===== src/rtl/anti_theft_pkg.sv =====
// rtl/anti_theft_pkg.sv - shared interval codes, default delays and timer state type
package anti_theft_pkg;

    localparam logic [1:0] INT_ARM    = 2'd0;
    localparam logic [1:0] INT_DRIVER = 2'd1;
    localparam logic [1:0] INT_PASS   = 2'd2;
    localparam logic [1:0] INT_ALARM  = 2'd3;

    localparam logic [3:0] DEF_T_ARM    = 4'd6;
    localparam logic [3:0] DEF_T_DRIVER = 4'd8;
    localparam logic [3:0] DEF_T_PASS   = 4'd15;
    localparam logic [3:0] DEF_T_ALARM  = 4'd10;

    typedef enum logic {
        ST_IDLE  = 1'b0,
        ST_COUNT = 1'b1
    } timer_state_t;

endpackage


===== src/rtl/anti_theft_interval_timer_prescaler.sv =====
// rtl/anti_theft_interval_timer_prescaler.sv - one-second tick divider with clear and enable
module one_sec_prescaler #(
    parameter int TICK_DIV = 50_000_000
) (
    input  logic i_clk,
    input  logic i_reset_n,
    input  logic i_clear,
    input  logic i_enable,
    output logic o_tick
);

    localparam int W = $clog2(TICK_DIV);
    localparam logic [W-1:0] LAST = W'(TICK_DIV - 1);

    logic [W-1:0] r_presc;

    always_ff @(posedge i_clk or negedge i_reset_n) begin
        if (!i_reset_n) begin
            r_presc <= '0;
        end else if (i_clear) begin
            r_presc <= '0;
        end else if (i_enable) begin
            r_presc <= (r_presc == LAST) ? '0 : r_presc + 1'b1;
        end
    end

    // A clear in the same cycle wins, so a restart never sees a stale tick.
    assign o_tick = i_enable && !i_clear && (r_presc == LAST);

endmodule


===== src/rtl/anti_theft_interval_timer.sv =====
// rtl/anti_theft_interval_timer.sv - programmable-slot countdown timer with one-cycle expiry pulse
module anti_theft_interval_timer
    import anti_theft_pkg::*;
#(
    parameter int         TICK_DIV         = 50_000_000,
    parameter logic [3:0] T_ARM_DEFAULT    = DEF_T_ARM,
    parameter logic [3:0] T_DRIVER_DEFAULT = DEF_T_DRIVER,
    parameter logic [3:0] T_PASS_DEFAULT   = DEF_T_PASS,
    parameter logic [3:0] T_ALARM_DEFAULT  = DEF_T_ALARM
) (
    input  logic       i_clk,
    input  logic       i_reset_n,
    input  logic [1:0] i_interval,
    input  logic       i_start_timer,
    input  logic [1:0] i_prog_sel,
    input  logic [3:0] i_prog_value,
    input  logic       i_reprogram,
    output logic       o_expired,
    output logic       o_busy,
    output logic [3:0] o_seconds_left
);

    timer_state_t r_state;
    timer_state_t w_state_next;
    logic [3:0]   r_slot [4];
    logic [3:0]   r_remaining;
    logic [3:0]   w_remaining_next;
    logic         r_expired;
    logic         w_expired_next;
    logic         r_zero_pend;
    logic         w_zero_pend_next;
    logic [3:0]   w_n;
    logic         w_tick;

    // Same-cycle reprogram of the selected slot is forwarded to the start.
    assign w_n = (i_reprogram && (i_prog_sel == i_interval)) ? i_prog_value : r_slot[i_interval];

    always_ff @(posedge i_clk or negedge i_reset_n) begin
        if (!i_reset_n) begin
            r_slot[INT_ARM]    <= T_ARM_DEFAULT;
            r_slot[INT_DRIVER] <= T_DRIVER_DEFAULT;
            r_slot[INT_PASS]   <= T_PASS_DEFAULT;
            r_slot[INT_ALARM]  <= T_ALARM_DEFAULT;
        end else if (i_reprogram) begin
            r_slot[i_prog_sel] <= i_prog_value;
        end
    end

    one_sec_prescaler #(
        .TICK_DIV (TICK_DIV)
    ) u_prescaler (
        .i_clk     (i_clk),
        .i_reset_n (i_reset_n),
        .i_clear   (i_start_timer || (r_state != ST_COUNT)),
        .i_enable  (r_state == ST_COUNT),
        .o_tick    (w_tick)
    );

    always_ff @(posedge i_clk or negedge i_reset_n) begin
        if (!i_reset_n) begin
            r_state     <= ST_IDLE;
            r_remaining <= 4'd0;
            r_expired   <= 1'b0;
            r_zero_pend <= 1'b0;
        end else begin
            r_state     <= w_state_next;
            r_remaining <= w_remaining_next;
            r_expired   <= w_expired_next;
            r_zero_pend <= w_zero_pend_next;
        end
    end

    // A zero-length start is already committed, so its delayed pulse survives a following start.
    always_comb begin
        w_state_next     = r_state;
        w_remaining_next = r_remaining;
        w_expired_next   = r_zero_pend;
        w_zero_pend_next = 1'b0;
        if (i_start_timer) begin
            w_remaining_next = w_n;
            if (w_n != 4'd0) begin
                w_state_next = ST_COUNT;
            end else begin
                w_state_next     = ST_IDLE;
                w_zero_pend_next = 1'b1;
            end
        end else if ((r_state == ST_COUNT) && w_tick) begin
            w_remaining_next = r_remaining - 4'd1;
            if (r_remaining == 4'd1) begin
                w_state_next   = ST_IDLE;
                w_expired_next = 1'b1;
            end
        end
    end

    assign o_expired      = r_expired;
    assign o_busy         = (r_state == ST_COUNT);
    assign o_seconds_left = r_remaining;

endmodule


===== config.mk =====
export PLATFORM = sky130hd
export DESIGN_NAME = anti_theft_interval_timer
export DESIGN_NICKNAME = d
export VERILOG_FILES = /design/src/rtl/anti_theft_pkg.sv /design/src/rtl/anti_theft_interval_timer_prescaler.sv /design/src/rtl/anti_theft_interval_timer.sv
export SDC_FILE = /design/constraint.sdc
export NUM_CORES = 1
export LEC_CHECK = 0
export BUFFER_PORTS_ARGS = -buffer_cell sky130_fd_sc_hd__buf_2
export CORE_AREA = 5 5 72 74
export CTS_BUF_LIST = sky130_fd_sc_hd__clkbuf_4
export DETAILED_ROUTE_END_ITERATION = 10
export DIE_AREA = 0 0 77 79
export GPL_ROUTABILITY_DRIVEN = 0
export PLACE_DENSITY = 0.77
export SLEW_MARGIN = 15
export SYNTH_ARGS = -nofsm -noshare
export SYNTH_HDL_FRONTEND = slang
export SYNTH_SLANG_ARGS = --single-unit

===== constraint.sdc =====
create_clock -name i_clk -period 4.9 [get_ports i_clk]
set_input_delay 0.245 -clock i_clk [delete_from_list [all_inputs] [get_ports i_clk]]
set_output_delay 0.245 -clock i_clk [all_outputs]
set_load 0.01 [all_outputs]

## Word-level counts from Yosys, hierarchy flattened

Cells that the tools add are included.

- Reduce and logical (&&, ||, !) cells: 12
- Div/mod/pow operators: 0
- Shift operators: 0
- Mux-type cells: 21
- $mul: 0
- Order comparisons: 3
- Equal/unequal tests: 3
- Bitwise gates (word level): 3
- Add/sub/neg operators: 2

Operators with widths:

| kind | count |
|---|---|
| 26-bit 2-to-1 mux | 3 |
| 26-bit by 1-bit adder with 26-bit output, second input constant | 1 |
| 26-bit == test, second input constant | 1 |
| 4-bit 2-to-1 mux | 6 |
| 16-bit bitwise mux | 1 |
| 1-bit 2-to-1 mux | 9 |
| 4-bit binary-select mux with 2-bit select | 1 |
| 4-bit demux with 2-bit select | 1 |
| 3-bit greater-or-equal comparator, second input constant | 2 |
| 2-bit NOT with 3-bit output | 2 |
| 2-bit nonzero test | 3 |
| 1-bit logical AND | 5 |
| 4-bit by 1-bit == test with 1-bit output, second input constant | 1 |
| 4-bit nonzero test | 1 |
| 4-bit by 1-bit subtractor with 4-bit output, second input constant | 1 |
| 3-bit by 1-bit < comparator with 1-bit output, second input constant | 1 |
| 2-bit == test | 1 |
| 2-bit AND reduction | 1 |
| 1-bit zero test | 1 |
| 1-bit logical OR | 1 |
| 1-bit NOT | 1 |

- Memories kept: 0
- Bits in writable memories: 0
- Output and inout port bits: 6
- Memory bits (read-only): 0
- Register bits: 49
- Word-level logic and storage cells: 53
- Latch bits: 0

## Depth between registers and ports, before layout

Gate-level depths: netlist (run 1).

- Depth after elaboration: 8
- Depth in mapped cells: 8
- Gate-level depth less buffers: 6

## Hierarchy

From an unflattened synthesis (run 1), not the netlist that was laid out.

- Cells, all modules: 276
- Area total of the unflattened synthesis: 2811.4 µm²

Modules (own cells, without submodules):

| module | instances | cells each | area each (µm²) | sequential area each (µm²) |
|---|---|---|---|---|
| one_sec_prescaler | 1 | 195 | 1667.8 | 650.6 |
| anti_theft_interval_timer | 1 | 81 | 1143.6 | 586.8 |

## Worst setup path before layout (run 1)

No wires, ideal clock.

- Kind: register to register
- Start: register u_prescaler.r_presc[0]
- End: register r_remaining[1] (netlist: o_seconds_left[1])
- Arrival: 1562 ps
- Library setup time: 79 ps
- Path buffers: 0
- Path slack: 3258 ps
- Cell stages (with the launch flop): 7
- Cell sequence: dfrtp_1 ha_1 nand4_1 nor4_2 nand3_1 mux2_1 mux2i_1

- Word-level cells in the longest chain between the ends: 4

RTL lines:

| item | RTL line | RTL |
|---|---|---|
| from (decl) | anti_theft_interval_timer_prescaler.sv:15 | `logic [W-1:0] r_presc;` |
| from (signal assigned) | anti_theft_interval_timer_prescaler.sv:23 | `r_presc <= (r_presc == LAST) ? '0 : r_presc + 1'b1;` |
| 26-bit == test | anti_theft_interval_timer_prescaler.sv:28 | `assign o_tick = i_enable && !i_clear && (r_presc == LAST);` |
| 1-bit logical AND | anti_theft_interval_timer_prescaler.sv:28 |  |
| 1-bit logical AND | anti_theft_interval_timer.sv:87 | `end else if ((r_state == ST_COUNT) && w_tick) begin` |
| 2-bit nonzero test (no source line) | - |  |
| to (signal assigned) | anti_theft_interval_timer.sv:67 | `r_remaining <= w_remaining_next;` |
| to (decl) | anti_theft_interval_timer.sv:26 | `logic [3:0] r_remaining;` |

No other way between the ends.
A chain may end at the register's enable or synchronous reset.

## Final worst setup path (run 1)

- Start: register u_prescaler.r_presc[18]
- End: register u_prescaler.r_presc[21]

- Word-level cells in the longest chain between the ends: 4
- Elaborated cells between the ends (all ways): 5
- Classes of those cells: add/sub: 1; eq/ne: 1; mux: 3

RTL lines:

| item | RTL line | RTL |
|---|---|---|
| 26-bit by 1-bit adder with 26-bit output or 26-bit == test (tied branches) | anti_theft_interval_timer_prescaler.sv:23 |  |
| 26-bit 2-to-1 mux (*) | anti_theft_interval_timer_prescaler.sv:23 |  |
| 26-bit 2-to-1 mux (*) | anti_theft_interval_timer_prescaler.sv:22 | `end else if (i_enable) begin` |
| 26-bit 2-to-1 mux (*) | anti_theft_interval_timer_prescaler.sv:20 | `end else if (i_clear) begin` |

Every way passes the cells marked *; elsewhere a longest branch is shown, timed or not. The select of a mux whose other input is x is not followed.

==> results.md, run 1 <==
- For flop-to-flop paths, the worst setup slack is 2680 ps.
- The number of port buffers is 17.
- The sum of overflow across all layers after global routing is 0.
- After detailed routing, the average wire length per cell comes to 15.3 um.
- The end of the worst register-to-register path is u_prescaler.r_presc[21]$_DFFE_PN0P_.
- When the netlist entered floorplanning its net count stood at 243.
- Dividing total power by cell area gives a power density of 292 nW/um2.
- The site row count is 25.
- The first routing iteration left 94 violations.
- The number of antenna diodes in the final layout is 0.
- The static leakage power is 1.10 nW.
- The hold violation count in the final report is 0.
- TritonCTS built the clock tree.
- The multi-input combinational cells in the finished layout cover a total of 1240 um2.
- The clock transition at the registers of the reported paths is 150 ps.
- For this run, the register share of the synthesized area comes to 0.485.
- Dividing the detail-routed via count by the number of cells gives about 5.6.
- The post-synthesis async set-or-reset flop share is 1.00.
- Data on the critical path is required at its endpoint by approximately 5100 ps.
- Entering global routing, the biggest net connects 50 pins.
- The deepest level of the CTS H-tree is 2.
- The worst setup skew after layout is 18.1 ps.
- The proportion of netlist area held by the largest area contributor is 0.392.
- The critical path starts at u_prescaler.r_presc[18]$_DFFE_PN0P_.
- In the layout the commonest cells are 40 x sky130_fd_sc_hd__dfrtp_1, 38 x sky130_fd_sc_hd__nor2_1, 20 x sky130_fd_sc_hd__xnor2_1.
- The power after layout is 0.793 mW.
- From left edge to right edge, the die measures 77 um.
- The source of the worst hold timing path is i_start_timer.
- For this run, the total global-route usage over all layers was measured as 0.168.
- The die is 79 um tall.
- During synthesis, Yosys emitted a total of 0 warnings.
- The total CTS buffers is 5.
- The number of enable-type register cells in the synthesized netlist is 0.
- Of all nets on the critical path, the largest fanout is 25.
- The number of cells on the worst reg-to-reg path is 5.
- The average cell area after synthesis is 11.2 um2.
- The area of the mapped netlist is 2550 um2.
- For this run, the detailed router's first-pass iteration total came to 4.
- The startpoint-to-endpoint class of the critical path is reg -> reg.
- The distinct cell type count after synthesis is 41.
- Compared with the post-synthesis result, the final layout area differs by 6.52%.
- In this run the cell area measured after placement is between 2000 and 3000 um2.
- The number of nets in the layout is 261.
- Timing would allow up to 450 MHz.
- Setup repair after global routing left no endpoint under its margin.
- The worst-skew pair later-pin latency is 380 ps.
- The total of fill cells in the finished design is 367.
- The post-route setup TNS is 0 ps.
- The cell with the biggest individual delay on the critical path is sky130_fd_sc_hd__nand2b_1.
- Across the VDD grid, the largest voltage drop is 0.218 mV.
- After technology mapping, the gate count stands at around 230.
- The max-cap check violation count is 0.
- The first global-routing pass estimated 7940 um of wire.
- The most used flip-flop cell after synthesis is sky130_fd_sc_hd__dfrtp_1.
- The longest clock path from root to sink contains 2 buffers.
- The run finished with clean final reports.
- The worst setup path is launched from a register.
- Traced cell by cell, the critical path runs through nor4b_1 > and4b_1 > and3_1 > nand2b_1 > nor2_1.
- The worst hold path class is in -> reg.
- The sequential cells in the finished layout cover a total of 1240 um2.
- The total routed wirelength is roughly 4600 um.
- The critical path ends at u_prescaler.r_presc[21]$_DFFE_PN0P_.
- The post-layout minimum cycle time is 2220 ps.
- The remaining antenna violation count after routing is 0.
- In the routed design, unresolved DRC markers number 0.
- After floorplanning, the core was sized to cover about 4500 um2.
- The post-route cell area is roughly 2700 um2.
- The number of clock sinks seen by CTS is between 40 and 50.
- The library cell occupying the most area in the post-synthesis netlist is sky130_fd_sc_hd__dfrtp_1.
- Setup violations remaining at the end of the flow were counted as 0.
- The total of flip-flops plus latches after synthesis is between 40 and 50.
- Detailed routing inserted a total of 1,700 vias.
- In this run the count of I/O pins placed on the die edge is 18.
- The ratio of cells with drive above 1 in the final layout is 0.247.
- The clock root buffer is sky130_fd_sc_hd__clkbuf_4.
- For this configuration, the core starts out at a cell density of 0.562.
- The data arrival time of the critical path is 2450 ps.
- The die covers 6080 um2.
- The final number of max-transition violations is 0.
- The endpoint type of the worst setup path is a register.
- The initial antenna violation count is 0.
- The worst register-to-register path begins at u_prescaler.r_presc[18]$_DFFE_PN0P_.
- The worst pin sits at a relative slew slack of 0.412.
- Leaving out fill and tap cells, the most frequent cell in the layout is sky130_fd_sc_hd__dfrtp_1.
- For the pin with the worst max-slew slack, the measured transition is approximately 880 ps.
- The via count of the first global-routing pass is 1,691.
- On the worst path, the slowest cell contributes a delay of 710 ps.
- After legalization and detailed placement, the total HPWL measured 3320 um.
- The final worst-path cycle share is 0.454.
- By area the synthesized netlist is led by sky130_fd_sc_hd__dfrtp_1 39%, sky130_fd_sc_hd__dfstp_2 9.3%, sky130_fd_sc_hd__mux2_2 7.9%.
## logic make-up after synthesis
logic type / count (synthesis) / synth area share
xor+xnor: 28 / 0.0961
fa+ha+maj: 3 / 0.0147
simple gates: 102 / 0.220
mux: 27 / 0.136
flops: 49 / 0.485
compound gates: 6 / 0.0177
buf+inv: 13 / 0.0304
## layer usage
layer  up-vias  global-route usage  routed length, um
met5         -                   0                  0
met4         0              0.0876                134
met3        10              0.0442                121
met2        22               0.253               2180
met1       827               0.222               2170
li1        841                   -                  -
## timing repair
| item | CTS | global route |
|---|---|---|
| resized for setup | 0 | 0 |
| buffers inserted | 0 | 0 |
| hold buffers | 0 | 1 |
| endpoints found under the hold margin | 0 | 40 |
## cell type report
cell class / count / share of cell area
sequential: 49 / 0.455
multi-input combinational: 166 / 0.455
timing repair buffer: 18 / 0.0359
tap: 54 / 0.0249
clock buffer: 6 / 0.0166
inverter: 6 / 0.00829
clock inverter: 2 / 0.00414
## worst max-delay path: cells and delay by family (launching register included)
kind,cells,cell delay [ps]
and+or+nand+nor,5,1580
DFF,1,500
## flip-flops by register name, summed over array words and instances (netlist names)
signal	cells
r_slot	16
o_busy	1
o_seconds_left	4
r_zero_pend	1
o_expired	1
u_prescaler.r_presc	26
## worst min path at each step
stage	depth (start not counted)	endpoint
floorplan	0	o_busy$_DFFE_PN0P_
global placement	1	o_expired$_DFF_PN0_
detailed placement	1	o_expired$_DFF_PN0_
CTS	1	o_seconds_left[3]$_DFFE_PN0P_
global route	2	o_seconds_left[1]$_DFFE_PN0P_
finish	2	o_seconds_left[2]$_DFFE_PN0P_
## synth_stat cells, drive strengths merged, types with 2 or more instances
library cell	number
and4b	2
inv	6
mux4	4
xnor2	20
clkbuf	2
buf	5
dfrtp	40
mux2i	4
nand2b	2
nand3	13
and4	5
nor4	9
nor3	5
nand2	13
nand3b	2
nor2	38
dfstp	9
xor2	8
ha	3
nand4	6
and3	2
mux2	19
## where the power goes
| part | switching [mW] | internal, mW |
|---|---|---|
| Clock | 0.127 | 0.0603 |
| Combinational | 0.0653 | 0.0654 |
| Sequential | 0.0233 | 0.452 |
| Total | 0.216 | 0.577 |
## through the flow
| step | instances | hold slack (ps) | worst slack [ps] | util |
|---|---|---|---|---|
| floorplan | 228 | -50.6 | 3260 | - |
| finish | 301 | 154 | 2680 | 0.599 |
| global route | 301 | 143 | 2400 | 0.599 |
| detailed placement | 292 | 442 | 2670 | 0.584 |
| global placement | 292 | 429 | 2710 | 0.584 |
| CTS | 300 | 68.9 | 2640 | 0.596 |
(Power assumes the default switching activity.)
==> inputs of run 2 (changes only) <==
--- a/config.mk
+++ b/config.mk
@@ -6,12 +6,12 @@
 export NUM_CORES = 1
 export LEC_CHECK = 0
 export BUFFER_PORTS_ARGS = -buffer_cell sky130_fd_sc_hd__buf_2
-export CORE_AREA = 5 5 72 74
+export CORE_AREA = 5 5 74 76
 export CTS_BUF_LIST = sky130_fd_sc_hd__clkbuf_4
 export DETAILED_ROUTE_END_ITERATION = 10
-export DIE_AREA = 0 0 77 79
+export DIE_AREA = 0 0 79 81
 export GPL_ROUTABILITY_DRIVEN = 0
-export PLACE_DENSITY = 0.77
+export PLACE_DENSITY = 0.76
 export SLEW_MARGIN = 15
 export SYNTH_ARGS = -nofsm -noshare
 export SYNTH_HDL_FRONTEND = slang
==> constraint.sdc (replaced) <==
create_clock -name i_clk -period 2 [get_ports i_clk]
set_input_delay 0.1 -clock i_clk [delete_from_list [all_inputs] [get_ports i_clk]]
set_output_delay 0.1 -clock i_clk [all_outputs]
set_load 0.01 [all_outputs]
==> run 2 against run 1 <==
  * Routed wire length up 1.4%
  * Critical path type unchanged
  * Flip-flop and latch count is the same
  * Largest power group unchanged
  * Non-clock buffer count is 5 higher
  * Clock power rose to 3.1 times the previous value
  * Sequential share of layout area down 1.2 points
  * Core utilization hardly changed
  * Count of clock-buffer cells in the layout is the same
==> results.md, run 2 (synthesis results as in run 1) <==
- From left edge to right edge, the die measures 79 um.
- The clock root buffer is sky130_fd_sc_hd__clkbuf_4.
- For this run, the total global-route usage over all layers was measured as 0.165.
- The post-layout minimum cycle time is between 1500 and 2000 ps.
- Clock skew on the completed layout was measured at 19.6 ps.
- The worst-case clock buffer depth is 2.
- For this design the static power due to leakage is 1.15 nW.
- In the final layout, the multi-input gates occupy 1240 um2.
- The detailed-route wire length per cell is 15.3 um.
- Once routing completed, OpenROAD measured the worst setup slack at about 190 ps.
- The post-cts gate resize count is 0.
- The deepest level of the CTS H-tree is 2.
- The number of setup violations in the final report is 0.
- The cell with the biggest individual delay on the critical path is sky130_fd_sc_hd__dfrtp_1.
- The instance count along the most critical hold path is 2.
- The site row count is 25.
- The number of buffers and inverters on the critical path is 0.
- The worst slack at placement is 194 ps.
- The first-pass GRT wire length is 8310 um.
- At the later pin of the worst-skew pair, clock insertion delay measures 360 ps.
- The setup check on the worst reg-to-reg path leaves a slack of 190 ps.
- The clock transition at the registers of the reported paths is 140 ps.
- The die outline area is 6400 um2.
- The tightest min-delay check is of the in -> reg type.
- For this configuration, the core starts out at a cell density of 0.547.
- The growth of design area from synthesis to finish is 9.47%.
- The peak per-stage delay on the critical path is 410 ps.
- The wire-length estimate of the detail-placed layout is 3490 um.
- The highest layer touched by signal routing is met4.
- At the worst endpoint, the arrival time is 2110 ps.
- The worst hold endpoint is r_slot[15]$_DFFE_PN0P_.
- The total of fill cells in the finished design is 361.
- The worst setup path is launched from a register.
- The maximum net fanout on the critical path is 4.
- Leaving out fill and tap cells, the most frequent cells in the layout are 40 x sky130_fd_sc_hd__dfrtp_1, 38 x sky130_fd_sc_hd__nor2_1, 20 x sky130_fd_sc_hd__xnor2_1.
- The routed design uses between 200 and 250 um of met3 wire.
- Summed over all nets, wire length on met2 after detailed routing comes to 2210 um.
- The number of port buffers is 17.
- The max-cap check violation count is 0.
- Clock tree synthesis inserted a total of 5 buffers.
- At the pin with the least slew margin, the transition time is 627 ps.
- The ratio of cells with drive above 1 in the final layout is 0.266.
- The register with the highest flop count is u_prescaler.r_presc.
- The via density per instance is 5.72.
- Of the available clock period, the critical path in the final layout requires 0.906.
- The worst hold path begins at i_prog_value[3].
- The first detailed-routing pass took 4 iterations.
- TritonCTS built the clock tree.
- The worst register-to-register path ends at o_seconds_left[1]$_DFFE_PN0P_.
- The critical path goes through ha_1 > nand4_1 > nor4_2 > nand3_1 > mux2_1 > mux2i_1.
- Pin placement for this block handled 18 I/O pins.
- Across all layers, the routed design uses 1,749 vias.
- The die is 81 um tall.
- The highest attainable clock frequency is roughly 550 MHz.
- The endpoint type of the worst setup path is a register.
- Global routing finished with a remaining overflow of 0.
- The worst-case IR drop observed on VDD is between 0.3 and 0.4 mV.
- The sequential cells in the finished layout cover a total of about 1200 um2.
- Clock tree synthesis found a total of 49 sinks.
- The depth of the worst register-to-register path is 6.
- In the routed design, unresolved DRC markers number 0.
- The remaining antenna violation count after routing is 0.
- The via count of the first global-routing pass was 1,736.
- The library cell used most frequently in the layout, excluding fill and tap cells, is sky130_fd_sc_hd__dfrtp_1.
- The worst path required time is about 2300 ps.
- The startpoint identified for the worst register-to-register timing path is u_prescaler.r_presc[0]$_DFFE_PN0P_.
- The post-route setup TNS is 0 ps.
- The initial antenna violation count came to 0.
- The routed length on met1 is roughly 2200 um.
- Setup repair after global routing left no endpoint under its margin.
- The number of buffers added for setup after CTS is 0.
- The first routing iteration left ~160 violations.
- The number of nets in the layout is 266.
- The number of flip-flops in the largest register is 26.
- The hold violation count in the final report came to 0.
- The final number of max-transition violations was 0.
- The startpoint-to-endpoint class of the critical path is reg -> reg.
- For this design the ratio of total power to cell area is 745 nW/um2.
- The largest net degree at the start of global routing is 29.
- The worst slew slack as a fraction of its limit is 0.582.
- In this design, the largest share of critical-path delay is due to simple AND/OR/NAND/NOR gates.
- The routed design has about 4700 um of wire.
- The flow ran to the end, and the final reports show no timing, DRC or antenna violations.
- The core region is 4660 um2.
- 0 antenna diodes ended up in the layout.
-- run 2: cell types whose count changed in the layout (fill, tap and decap cells not counted) --
cell / previous run / this run
sky130_fd_sc_hd__buf_12: 0 / 1
sky130_fd_sc_hd__clkinv_4: 0 / 1
sky130_fd_sc_hd__bufinv_16: 0 / 1
sky130_fd_sc_hd__clkinvlp_4: 1 / 0
sky130_fd_sc_hd__clkinv_1: 1 / 0
sky130_fd_sc_hd__buf_4: 1 / 4
sky130_fd_sc_hd__buf_2: 16 / 17
-- run 2: area by class of cell --
type	count	share of cell area
repair buffers	23	0.0520
flip-flops and latches	49	0.443
well taps	54	0.0242
clock inverters	2	0.0139
inverters	6	0.00806
multi-input cells	166	0.443
clock buffers	6	0.0161
-- run 2: worst register-to-register path, stage by stage (launching register included) --
cell	delay, ps
sky130_fd_sc_hd__dfrtp_1	410
sky130_fd_sc_hd__ha_1	240
sky130_fd_sc_hd__nand4_1	150
sky130_fd_sc_hd__nor4_2	330
sky130_fd_sc_hd__nand3_1	180
sky130_fd_sc_hd__mux2_1	340
sky130_fd_sc_hd__mux2i_1	120
-- run 2: worst max path at each step --
stage	cells past startpoint	endpoint	slack, ps	startpoint
after floorplan	6	o_seconds_left[1]$_DFFE_PN0P_	360	u_prescaler.r_presc[0]$_DFFE_PN0P_
after global placement	6	o_seconds_left[1]$_DFFE_PN0P_	230	u_prescaler.r_presc[0]$_DFFE_PN0P_
after detailed placement	6	o_seconds_left[1]$_DFFE_PN0P_	190	u_prescaler.r_presc[0]$_DFFE_PN0P_
after CTS	6	o_seconds_left[1]$_DFFE_PN0P_	160	u_prescaler.r_presc[0]$_DFFE_PN0P_
after global routing	6	o_seconds_left[1]$_DFFE_PN0P_	9	u_prescaler.r_presc[0]$_DFFE_PN0P_
final	6	o_seconds_left[1]$_DFFE_PN0P_	190	u_prescaler.r_presc[0]$_DFFE_PN0P_
-- run 2: where the power goes --
group	switching [mW]	internal, mW	leakage, nW	total [mW]
clock	0.305	0.280	0.0459	0.585
combinational	0.159	0.170	0.475	0.329
sequential	0.0591	1.11	0.627	1.17
-- run 2: what timing repair did --
item                       in CTS  in global routing
hold buffers                    1                  0
setup endpoints to repair       0                  0
hold endpoints to repair       17                  0
-- run 2: routing by layer --
layer  GRT usage  vias to the layer above
met5           0                        -
met4      0.0515                        0
met3      0.0377                        6
met2       0.267                       43
met1       0.222                      853
li1            -                      847
-- run 2: stage by stage --
step	hold WS (ps)	instance area, um2	util	power (mW)	instances
floorplan	-196	2550	-	1.40	228
global placement	147	2700	0.579	1.51	297
detailed placement	151	2700	0.579	1.52	297
CTS	9.70	2790	0.599	2.11	306
global route	21.4	2790	0.599	2.20	306
finish	33.9	2790	0.599	2.08	306
